--- src/rtl/load_unit.sv ---
// load_unit: sequential load unit for the data-memory path.
//
// Accepts a load request (byte address + funct3), issues one or two
// word-aligned reads to data memory, extracts the addressed byte lanes,
// applies sign/zero extension and returns the result on a valid/ready port.
//
// Parameters
//   ARCH        data/address width, 32 or 64
//   MISALIGN_EN 1: loads crossing a word boundary are split into two reads
//               0: such loads return an error response
//
// Ports
//   clk, rst_n      clock (rising edge), asynchronous active-low reset
//   req_valid_in    request valid
//   req_ready_out   unit idle and able to accept a request
//   req_addr_in     byte address of the load
//   req_func3_in    load type (funct3)
//   dmem_re_out     data-memory read enable
//   dmem_addr_out   word-aligned read address
//   dmem_rdata_in   read data, valid the cycle after dmem_re_out
//   rsp_valid_out   response valid
//   rsp_ready_in    consumer accepts the response
//   rsp_data_out    extended load result
//   rsp_err_out     misaligned (when not splitting) or illegal funct3
module load_unit #(
  parameter int ARCH        = 32,
  parameter bit MISALIGN_EN = 1'b1
) (
  input  logic            clk,
  input  logic            rst_n,
  input  logic            req_valid_in,
  output logic            req_ready_out,
  input  logic [ARCH-1:0] req_addr_in,
  input  logic [2:0]      req_func3_in,
  output logic            dmem_re_out,
  output logic [ARCH-1:0] dmem_addr_out,
  input  logic [ARCH-1:0] dmem_rdata_in,
  output logic            rsp_valid_out,
  input  logic            rsp_ready_in,
  output logic [ARCH-1:0] rsp_data_out,
  output logic            rsp_err_out
);

  localparam int BYTES = ARCH / 8;
  localparam int OFFW  = $clog2(BYTES);

  typedef enum logic [2:0] {
    IDLE = 3'd0,
    RD0  = 3'd1,
    RD1  = 3'd2,
    LAT  = 3'd3,
    RESP = 3'd4,
    ERR  = 3'd5
  } state_t;

  // funct3 values legal for this width; LD and LWU exist only on 64-bit
  function automatic logic func3_legal(input logic [2:0] f);
    logic ok;
    case (f)
      3'd0, 3'd1, 3'd2, 3'd4, 3'd5: ok = 1'b1;
      3'd3, 3'd6:                   ok = (ARCH == 64);
      default:                      ok = 1'b0;
    endcase
    return ok;
  endfunction

  // access size in bytes
  function automatic logic [3:0] func3_size(input logic [2:0] f);
    logic [3:0] sz;
    case (f)
      3'd0, 3'd4: sz = 4'd1;
      3'd1, 3'd5: sz = 4'd2;
      3'd2, 3'd6: sz = 4'd4;
      3'd3:       sz = 4'd8;
      default:    sz = 4'd1;
    endcase
    return sz;
  endfunction

  // LB/LH/LW/LD sign-extend; the unsigned forms have funct3[2] set
  function automatic logic func3_signed(input logic [2:0] f);
    return ~f[2];
  endfunction

  // access runs past the end of the addressed word
  function automatic logic is_split(input logic [OFFW-1:0] off, input logic [2:0] f);
    return (int'(off) + int'(func3_size(f))) > BYTES;
  endfunction

  // shift the addressed bytes down to lane 0, then sign/zero extend.
  // A full-width load has nbits == ARCH, so it passes through untouched.
  function automatic logic [ARCH-1:0] extract(input logic [2*ARCH-1:0] cat,
                                              input logic [OFFW-1:0]   off,
                                              input logic [2:0]        f);
    logic [2*ARCH-1:0] sh;
    logic [ARCH-1:0]   res;
    logic              sbit;
    int                nbits;
    sh    = cat >> {off, 3'b000};
    nbits = 8 * int'(func3_size(f));
    sbit  = 1'b0;
    res   = {ARCH{1'b0}};
    for (int i = 0; i < ARCH; i++) begin
      sbit   = sbit | (sh[i] & (i == nbits - 1));
      res[i] = (i < nbits) ? sh[i] : (sbit & func3_signed(f));
    end
    return res;
  endfunction

  state_t            state_r, state_s;
  logic [ARCH-1:0]   addr_r;
  logic [2:0]        func3_r;
  logic [ARCH-1:0]   word0_r;
  logic              req_ready_r, dmem_re_r, rsp_valid_r, rsp_err_r;
  logic [ARCH-1:0]   dmem_addr_r, rsp_data_r;
  logic              req_ready_s, dmem_re_s, rsp_valid_s, rsp_err_s;
  logic [ARCH-1:0]   dmem_addr_s, rsp_data_s;
  logic              accept_s, req_split_s, cur_split_s;
  logic [ARCH-1:0]   req_base_s, cur_base_s;
  logic [2*ARCH-1:0] cat_s;

  // request decode and address helpers
  always_comb begin
    accept_s    = req_valid_in & req_ready_r & (state_r == IDLE);
    req_split_s = is_split(req_addr_in[OFFW-1:0], req_func3_in);
    cur_split_s = is_split(addr_r[OFFW-1:0], func3_r);
    req_base_s  = {req_addr_in[ARCH-1:OFFW], {OFFW{1'b0}}};
    cur_base_s  = {addr_r[ARCH-1:OFFW], {OFFW{1'b0}}};
    // the second word arrives in LAT; word1 is zero for a single read
    if (cur_split_s) begin
      cat_s = {dmem_rdata_in, word0_r};
    end else begin
      cat_s = {{ARCH{1'b0}}, dmem_rdata_in};
    end
  end

  // next-state logic
  always_comb begin
    state_s = state_r;
    case (state_r)
      IDLE: begin
        if (accept_s) begin
          if (!func3_legal(req_func3_in) || (req_split_s && !MISALIGN_EN)) begin
            state_s = ERR;
          end else begin
            state_s = RD0;
          end
        end else begin
          state_s = IDLE;
        end
      end
      RD0:  state_s = cur_split_s ? RD1 : LAT;
      RD1:  state_s = LAT;
      LAT:  state_s = RESP;
      RESP: state_s = rsp_ready_in ? IDLE : RESP;
      ERR:  state_s = rsp_ready_in ? IDLE : ERR;
      default: state_s = IDLE;
    endcase
  end

  // next values of the registered outputs, decoded from the next state
  always_comb begin
    req_ready_s = (state_s == IDLE);
    rsp_valid_s = (state_s == RESP) || (state_s == ERR);
    rsp_err_s   = (state_s == ERR);
    dmem_re_s   = 1'b0;
    dmem_addr_s = {ARCH{1'b0}};
    case (state_s)
      // RD0 is only entered from IDLE, before addr_r has been loaded
      RD0: begin
        dmem_re_s   = 1'b1;
        dmem_addr_s = req_base_s;
      end
      RD1: begin
        dmem_re_s   = 1'b1;
        dmem_addr_s = cur_base_s + ARCH'(BYTES);
      end
      default: begin
        dmem_re_s   = 1'b0;
        dmem_addr_s = {ARCH{1'b0}};
      end
    endcase
    case (state_r)
      LAT:     rsp_data_s = extract(cat_s, addr_r[OFFW-1:0], func3_r);
      RESP:    rsp_data_s = rsp_ready_in ? {ARCH{1'b0}} : rsp_data_r;
      default: rsp_data_s = {ARCH{1'b0}};
    endcase
  end

  // state and output registers
  always_ff @(posedge clk or negedge rst_n) begin
    if (!rst_n) begin
      state_r     <= IDLE;
      req_ready_r <= 1'b1;
      dmem_re_r   <= 1'b0;
      dmem_addr_r <= {ARCH{1'b0}};
      rsp_valid_r <= 1'b0;
      rsp_data_r  <= {ARCH{1'b0}};
      rsp_err_r   <= 1'b0;
    end else begin
      state_r     <= state_s;
      req_ready_r <= req_ready_s;
      dmem_re_r   <= dmem_re_s;
      dmem_addr_r <= dmem_addr_s;
      rsp_valid_r <= rsp_valid_s;
      rsp_data_r  <= rsp_data_s;
      rsp_err_r   <= rsp_err_s;
    end
  end

  // request capture and first-word capture for split loads
  always_ff @(posedge clk or negedge rst_n) begin
    if (!rst_n) begin
      addr_r  <= {ARCH{1'b0}};
      func3_r <= 3'd0;
      word0_r <= {ARCH{1'b0}};
    end else begin
      if (accept_s) begin
        addr_r  <= req_addr_in;
        func3_r <= req_func3_in;
      end
      if (state_r == RD1) begin
        word0_r <= dmem_rdata_in;
      end
    end
  end

  assign req_ready_out = req_ready_r;
  assign dmem_re_out   = dmem_re_r;
  assign dmem_addr_out = dmem_addr_r;
  assign rsp_valid_out = rsp_valid_r;
  assign rsp_data_out  = rsp_data_r;
  assign rsp_err_out   = rsp_err_r;

endmodule

--- config.mk ---
export PLATFORM = sky130hd
export DESIGN_NAME = load_unit
export DESIGN_NICKNAME = d
export VERILOG_FILES = /design/src/rtl/load_unit.sv
export SDC_FILE = /design/constraint.sdc
export NUM_CORES = 1
export LEC_CHECK = 0
export ABC_AREA = 1
export BUFFER_PORTS_ARGS = -buffer_cell sky130_fd_sc_hd__buf_2
export CAP_MARGIN = 25
export CORE_ASPECT_RATIO = 0.6
export CORE_UTILIZATION = 50
export CTS_BUF_LIST = sky130_fd_sc_hd__clkbuf_2
export DETAILED_ROUTE_END_ITERATION = 7
export PLACE_DENSITY_LB_ADDON = 0.15
export SLEW_MARGIN = 40
export SYNTH_ARGS = -nofsm -noshare
export SYNTH_HDL_FRONTEND = slang
export SYNTH_SLANG_ARGS = --single-unit
--- constraint.sdc ---
create_clock -name clk -period 4.05 [get_ports clk]
set_input_delay 0.2025 -clock clk [delete_from_list [all_inputs] [get_ports clk]]
set_output_delay 0.2025 -clock clk [all_outputs]
set_load 0.03 [all_outputs]
==> results of run 1 <==
-- logic make-up after synthesis --
group / share of synthesized area
AO/OA/AOI/OAI: 0.157
other: 0.000502
flip-flops: 0.456
AND/OR/NAND/NOR: 0.259
buffers and inverters: 0.0903
XOR/XNOR: 0.0211
adder cells (fa/ha/maj): 0.0161
-- power groups by stage --
stage / combinational, mW / clock, mW / sequential (mW)
floorplan: 2.92 / 0 / 2.64
global placement: 4.22 / 0 / 2.34
detailed placement: 4.28 / 0 / 2.34
CTS: 4.34 / 0.797 / 2.32
global route: 4.88 / 0.857 / 2.40
finish: 4.41 / 0.782 / 2.33
-- registers in the layout (all words and copies together), names as in the netlist --
register	cells
addr_r	32
dmem_addr_out	30
dmem_re_out	1
func3_r	3
req_ready_out	1
rsp_data_out	32
rsp_err_out	1
rsp_valid_out	1
state_r	3
word0_r	32
-- routing by layer --
layer / track usage / part of all wire / wire length [um] / vias up
met5: 0 / 0 / 0 / -
met4: 0.0828 / 0.013 / 295 / 0
met3: 0.0536 / 0.087 / 1920 / 25
met2: 0.420 / 0.40 / 8950 / 347
met1: 0.470 / 0.50 / 11000 / 3413
li1: - / - / - / 3551
-- area by class of cell --
type                       count  area [um2]  area share
clock buffer                  18        90.1     0.00982
multi-input combinational    666        3400       0.370
tap                          198         248      0.0270
timing repair buffer         220        1490       0.162
inverter                     111         420      0.0458
clock inverter                14         125      0.0136
sequential                   136        3400       0.371
-- what timing repair did --
item                       4_1_cts  5_1_grt
resized for setup                0        1
hold buffers                    71        0
hold endpoints to repair       189        0
setup endpoints to repair        0        1
-- cells in the final DEF, fill, tap and decap left out, types with 10 or more instances in the layout --
| cell type | Yosys | final |
|---|---|---|
| o22ai_1 | 20 | 20 |
| dlygate4sd3_1 | 0 | 70 |
| xor2_1 | 12 | 12 |
| nor2_1 | 48 | 48 |
| dfrtp_1 | 135 | 135 |
| nor3_1 | 11 | 10 |
| o211ai_1 | 29 | 29 |
| inv_1 | 107 | 104 |
| buf_4 | 4 | 13 |
| nand4_1 | 21 | 21 |
| o21ai_0 | 113 | 113 |
| buf_2 | 5 | 136 |
| nand2_1 | 262 | 262 |
| nand3_1 | 69 | 68 |
| clkbuf_2 | 0 | 18 |
| o21ai_1 | 13 | 13 |
-- metrics by stage --
stage,hold WS (ps),worst slack (ps),instances,utilization
after CTS,30.4,382,1363,0.631
after global placement,204,580,1260,0.567
after floorplan,-93.1,1030,966,-
after detailed placement,198,482,1260,0.567
final,73.2,404,1363,0.631
after global routing,46.4,51.0,1363,0.631
-- final timing paths --
check / from / to / slack (ps) / depth (start not counted)
setup / recovery: func3_r[0]$_DFFE_PN0P_ / rsp_data_out[26]$_DFFE_PN0N_ / 400 / 22
hold / removal: req_valid_in / addr_r[25]$_DFFE_PN0P_ / 70 / 5
setup reg to reg: func3_r[0]$_DFFE_PN0P_ / rsp_data_out[26]$_DFFE_PN0N_ / 400 / 22
hold reg to reg: rsp_data_out[30]$_DFFE_PN0N_ / rsp_data_out[30]$_DFFE_PN0N_ / 500 / 2
max in group asynchronous: rst_n / rsp_data_out[31]$_DFFE_PN0N_ / 2620 / 4
min in group asynchronous: rst_n / rsp_data_out[4]$_DFFE_PN0N_ / 480 / 3
-- worst max-delay path, stage by stage (launching register included) --
cell     delay [ps]
dfrtp_1         470
ha_1            200
inv_1           110
nor2_4           60
nor2_4          150
inv_2            50
nor2_1          150
ha_1            220
inv_1            60
fa_1            390
inv_1            90
nand2_1          60
nand2_2          90
nand2_4          80
nand3_4          70
buf_4           360
nand2_2         100
nand3_1         110
nand3_1         130
nand3_2         170
nand3_4         120
nor2_8          210
o21ai_2          70
==> reports/metrics.cfg, run 1 <==
[outcome]
status = finished, final reports clean

[synthesis]
yosysMostFrequentCell = nand2_1
synth_top_area_frac = 0.453
yosysWarnings = 0
postSynthCellCount = 965
synthTopCellsByArea = dfrtp_1 (45%), nand2_1 (13%), o21ai_0 (7.6%)
synthTopCellsByCount = nand2_1 (262), dfrtp_1 (135), o21ai_0 (113), inv_1 (107), nand3_1 (69)
ys_seq_area_frac = 0.456
synth-main-ff-cell = dfrtp_1
ys_ff_latch = 136
synth_edf_count = 0
async_flop_share = 1.00
synth_area_per_cell_um2 = 7.74
syn_area_mm2 = 0.00746
synth_largest_area_cell = dfrtp_1
synth_cell_types = 41

[worst_setup_path]
crit_fanout = 38
crit_type = reg -> reg
cp-start-kind = register
arrival_ps = 4220
required_ps = 4620
endpoint_kind = register

[final_layout]
layout.nets = 1232
fill_cells = 1346
syn_to_final_growth_pct = 22.9
diodes = 0
drive_above_1_share = 0.191
stdcell_area_mm2 = 0.00918

[timing]
fin_crit_ps = 3650
clock.fmax_ghz = 0.274
fin_crit_sh = 0.900
tightest_slew_ps = 766
slew-limit-headroom = 0.485
setup_tns_ps = 0
setup_viol = 0
hold_violations = 0
final_max_slew_viol_count = 0
rsz0062_at_grt = false
finClkSkew_ps = 41.7

[floorplanning]
ios = 139
fp.dieW_um = 160
dieHeight_um = 96.6
die_area_mm2 = 0.0154
start_util = 0.513
rows = 34
core_mm2 = 0.0145

[drt]
wirelength_mm = 22.2
vias_per_cell = 5.38
wl_per_cell_um = 16.3
dr.pass1.iters = 6
route.detailed.drc = 0
ant_nets = 0
vias = 7336
drt_iter0_markers = 725

[clocking]
cts_root_buffer = clkbuf_2
post_cts_buffers = 0
clkLatencyLatePin_ps = 700
cts.clk_slew.worst_paths_ps = 220
clock_path_buffers = 2
htree_levels = 4
cts_inserted_buffers = 17
cts_tree = done
clock-sinks = 136

[global_routing]
first_global_vias = 6882
grt_max_degree = 65
antenna_found_initial = 0
grt_usage = 0.300
overflow = 0
grt_pass1_wl_mm = 36.0

[hold_path]
worstHoldPathType = in -> reg

[pwr]
p_leak_nw = 4.72
pwr-share-clk = 0.104
power_frac_seq = 0.310
vdd_ir_drop_max_mv = 0.809
p_int_mw = 3.46
p_per_area_mw_per_mm2 = 820
swShare = 0.540
pwr-share-comb = 0.586
p_total_mw = 7.52
p_sw_mw = 4.06

[place]
gp_congestion = 0.951
dp_hpwl_mm = 15.2
portBuffers = 136
post_dp_cell_area_mm2 = 0.00825

[flow_run]
cap_violations = 0

Power figures use the tool's default switching activity.
==> inputs of run 2 (changes only) <==
- BUFFER_PORTS_ARGS: -buffer_cell sky130_fd_sc_hd__buf_2 -> -buffer_cell sky130_fd_sc_hd__buf_4
- SKIP_LAST_GASP: unset -> 1
==> run 2 against run 1 <==
  * Clock skew rose by 8.3 ps
  * Maximum frequency shrank 2.8%
  * Sequential power about the same
==> reports/metrics.cfg, run 2 (synthesized netlist as in run 1, its figures left out) <==
[timing]
clock.fmax_ghz = 0.266  ; was 0.274 GHz
hold_violations = 0  ; unchanged
rsz0062_at_grt = false  ; unchanged
fin_crit_ps = 3750  ; was 3650 ps
finClkSkew_ps = 50.1  ; was 41.7 ps
final_max_slew_viol_count = 0  ; unchanged
tightest_slew_ps = 807  ; was 766 ps
slew-limit-headroom = 0.457  ; was 0.485
fin_crit_sh = 0.927  ; was 0.900
setup_tns_ps = 0  ; unchanged
hold_ws_ps = 44.0  ; was 73.2 ps
setup_viol = 0  ; unchanged

[worst_setup_path]
crit_fanout = 17  ; was 38
crit_type = reg -> reg  ; unchanged
crit_path_top_delay_cell = o21ai_0  ; was dfrtp_1
r2r_slack_ps = 300  ; was 400 ps
required_ps = 4630  ; was 4620 ps
max_stage_delay_ps = 530  ; was 470 ps
cp-start-kind = register  ; unchanged
endpoint_kind = register  ; unchanged
rr_startpoint = func3_r[0]$_DFFE_PN0P_  ; unchanged
arrival_ps = 4330  ; was 4220 ps
reg2reg_depth = 21  ; was 22
crit_chain = ha_1, inv_1, nor2_4, nor2_4, inv_2, nor2_2, ha_1, inv_1, fa_1, inv_1, nand2_1, nand2_2, nand2_4, nand3_4, inv_2, o21ai_0, nand2_1, nand3_1, nand3_1, nand2_1, o21ai_2  ; was ha_1, inv_1, nor2_4, nor2_4, inv_2, nor2_1, ha_1, inv_1, fa_1, inv_1, nand2_1, nand2_2, nand2_4, nand3_4, buf_4, nand2_2, nand3_1, nand3_1, nand3_2, nand3_4, nor2_8, o21ai_2
crit_path_start = func3_r[0]$_DFFE_PN0P_  ; unchanged
worst_r2r_endpoint = rsp_data_out[27]$_DFFE_PN0N_  ; was rsp_data_out[26]$_DFFE_PN0N_

[drt]
ant_nets = 0  ; unchanged
dr.pass1.iters = 8  ; was 6
drt_iter0_markers = 648  ; was 725
vias = 7220  ; was 7336
wirelength_mm = 22.5  ; was 22.2 mm
wl_per_cell_um = 16.5  ; was 16.3 um
vias_per_cell = 5.31  ; was 5.38
route.detailed.drc = 0  ; unchanged

[floorplanning]
die_area_mm2 = 0.0154  ; unchanged
core_mm2 = 0.0145  ; unchanged
fp.dieW_um = 160  ; unchanged
rows = 34  ; unchanged
start_util = 0.513  ; unchanged
ios = 139  ; unchanged
dieHeight_um = 96.6  ; unchanged

[place]
post-place-cells = 1258  ; was 1260
dp_hpwl_mm = 15.7  ; was 15.2 mm
post_dp_cell_area_mm2 = 0.00859  ; was 0.00825 mm2
portBuffers = 136  ; unchanged
gp_congestion = 0.938  ; was 0.951

[clocking]
clock-sinks = 136  ; unchanged
htree_levels = 4  ; unchanged
cts.clk_slew.worst_paths_ps = 230  ; was 220 ps
clock_path_buffers = 2  ; unchanged
cts_inserted_buffers = 17  ; unchanged
clkLatencyLatePin_ps = 710  ; was 700 ps
cts_tree = done  ; unchanged
cts_root_buffer = clkbuf_2  ; unchanged

[final_layout]
drive_above_1_share = 0.189  ; was 0.191
diodes = 0  ; unchanged
stdcell_area_mm2 = 0.00960  ; was 0.00918 mm2
final_common_cell = nand2_1  ; unchanged
final_cells = 1360  ; was 1363
final_cell_mix = nand2_1 (262), buf_4 (144), dfrtp_1 (135)  ; was nand2_1 (262), buf_2 (136), dfrtp_1 (135)
layout.nets = 1230  ; was 1232
syn_to_final_growth_pct = 28.6  ; was 22.9%

[global_routing]
grt_max_degree = 106  ; was 65
first_global_vias = 6800  ; was 6882
antenna_found_initial = 0  ; unchanged
grt_usage = 0.300  ; about the same
overflow = 0  ; unchanged
grt_pass1_wl_mm = 36.1  ; was 36.0 mm

[hold_path]
whs_path_depth = 5  ; unchanged
worstHoldPathType = in -> reg  ; unchanged
min_from = req_valid_in  ; unchanged
worstHoldEndpoint = addr_r[25]$_DFFE_PN0P_  ; unchanged

[pwr]
p_per_area_mw_per_mm2 = 824  ; was 820 mW/mm2
vdd_ir_drop_max_mv = 0.857  ; was 0.809 mV
p_leak_nw = 4.81  ; was 4.72 nW

[flow_run]
cap_violations = 0  ; unchanged

[outcome]
status = finished, final reports clean  ; unchanged

## run 2: worst max path at each step
| stage | end | slack, ps | cells past startpoint |
|---|---|---|---|
| detailed placement | rsp_data_out[23]$_DFFE_PN0N_ | 260 | 20 |
| floorplan | rsp_data_out[23]$_DFFE_PN0N_ | 1030 | 20 |
| finish | rsp_data_out[27]$_DFFE_PN0N_ | 300 | 21 |
| global placement | rsp_data_out[29]$_DFFE_PN0N_ | 380 | 19 |
| CTS | rsp_data_out[27]$_DFFE_PN0N_ | 190 | 20 |
| global route | rsp_data_out[19]$_DFFE_PN0N_ | 30 | 20 |
## run 2: stage by stage
| step | util | worst slack (ps) | total power [mW] |
|---|---|---|---|
| after global placement | 0.590 | 379 | 6.78 |
| after CTS | 0.657 | 189 | 7.84 |
| after global routing | 0.660 | 27.4 | 8.54 |
| after floorplan | - | 1030 | 5.56 |
| after detailed placement | 0.591 | 258 | 6.84 |
| final | 0.660 | 298 | 7.91 |
## run 2: where the power goes
| part | internal, mW | total [mW] | switching, mW |
|---|---|---|---|
| clock | 0.358 | 0.938 | 0.580 |
| sequential | 1.89 | 2.34 | 0.450 |
| combinational | 1.52 | 4.63 | 3.11 |
| total | 3.77 | 7.91 | 4.14 |
## run 2: critical path: cells and delay by family, from the launching register on
family | cells | cell delay, ps
fa+ha+maj | 3 | 790
buf+inv | 5 | 550
compound gates | 2 | 590
flops | 1 | 460
simple gates | 11 | 1250
## run 2: timing repair
action | CTS | global route
endpoints found under the hold margin | 215 | 42
setup endpoints to repair | 0 | 23
gates resized for setup | 0 | 4
setup buffers | 0 | 0
hold buffers | 69 | 1
## run 2: metal layers
layer | track usage | routed length (um) | vias up
met2 | 0.412 | 9110 | 303
met3 | 0.0729 | 2020 | 24
met4 | 0.0769 | 248 | 0
met1 | 0.465 | 11100 | 3348
li1 | - | - | 3545
met5 | 0 | 0 | -
## run 2: area by class of cell
| cell class | instances | area [um2] |
|---|---|---|
| multi-input combinational | 666 | 3400 |
| tap | 198 | 248 |
| clock inverter | 14 | 188 |
| inverter | 111 | 420 |
| fill | 1312 | 4950 |
| sequential | 136 | 3400 |
| clock buffer | 17 | 85.1 |
| timing repair buffer | 218 | 1860 |
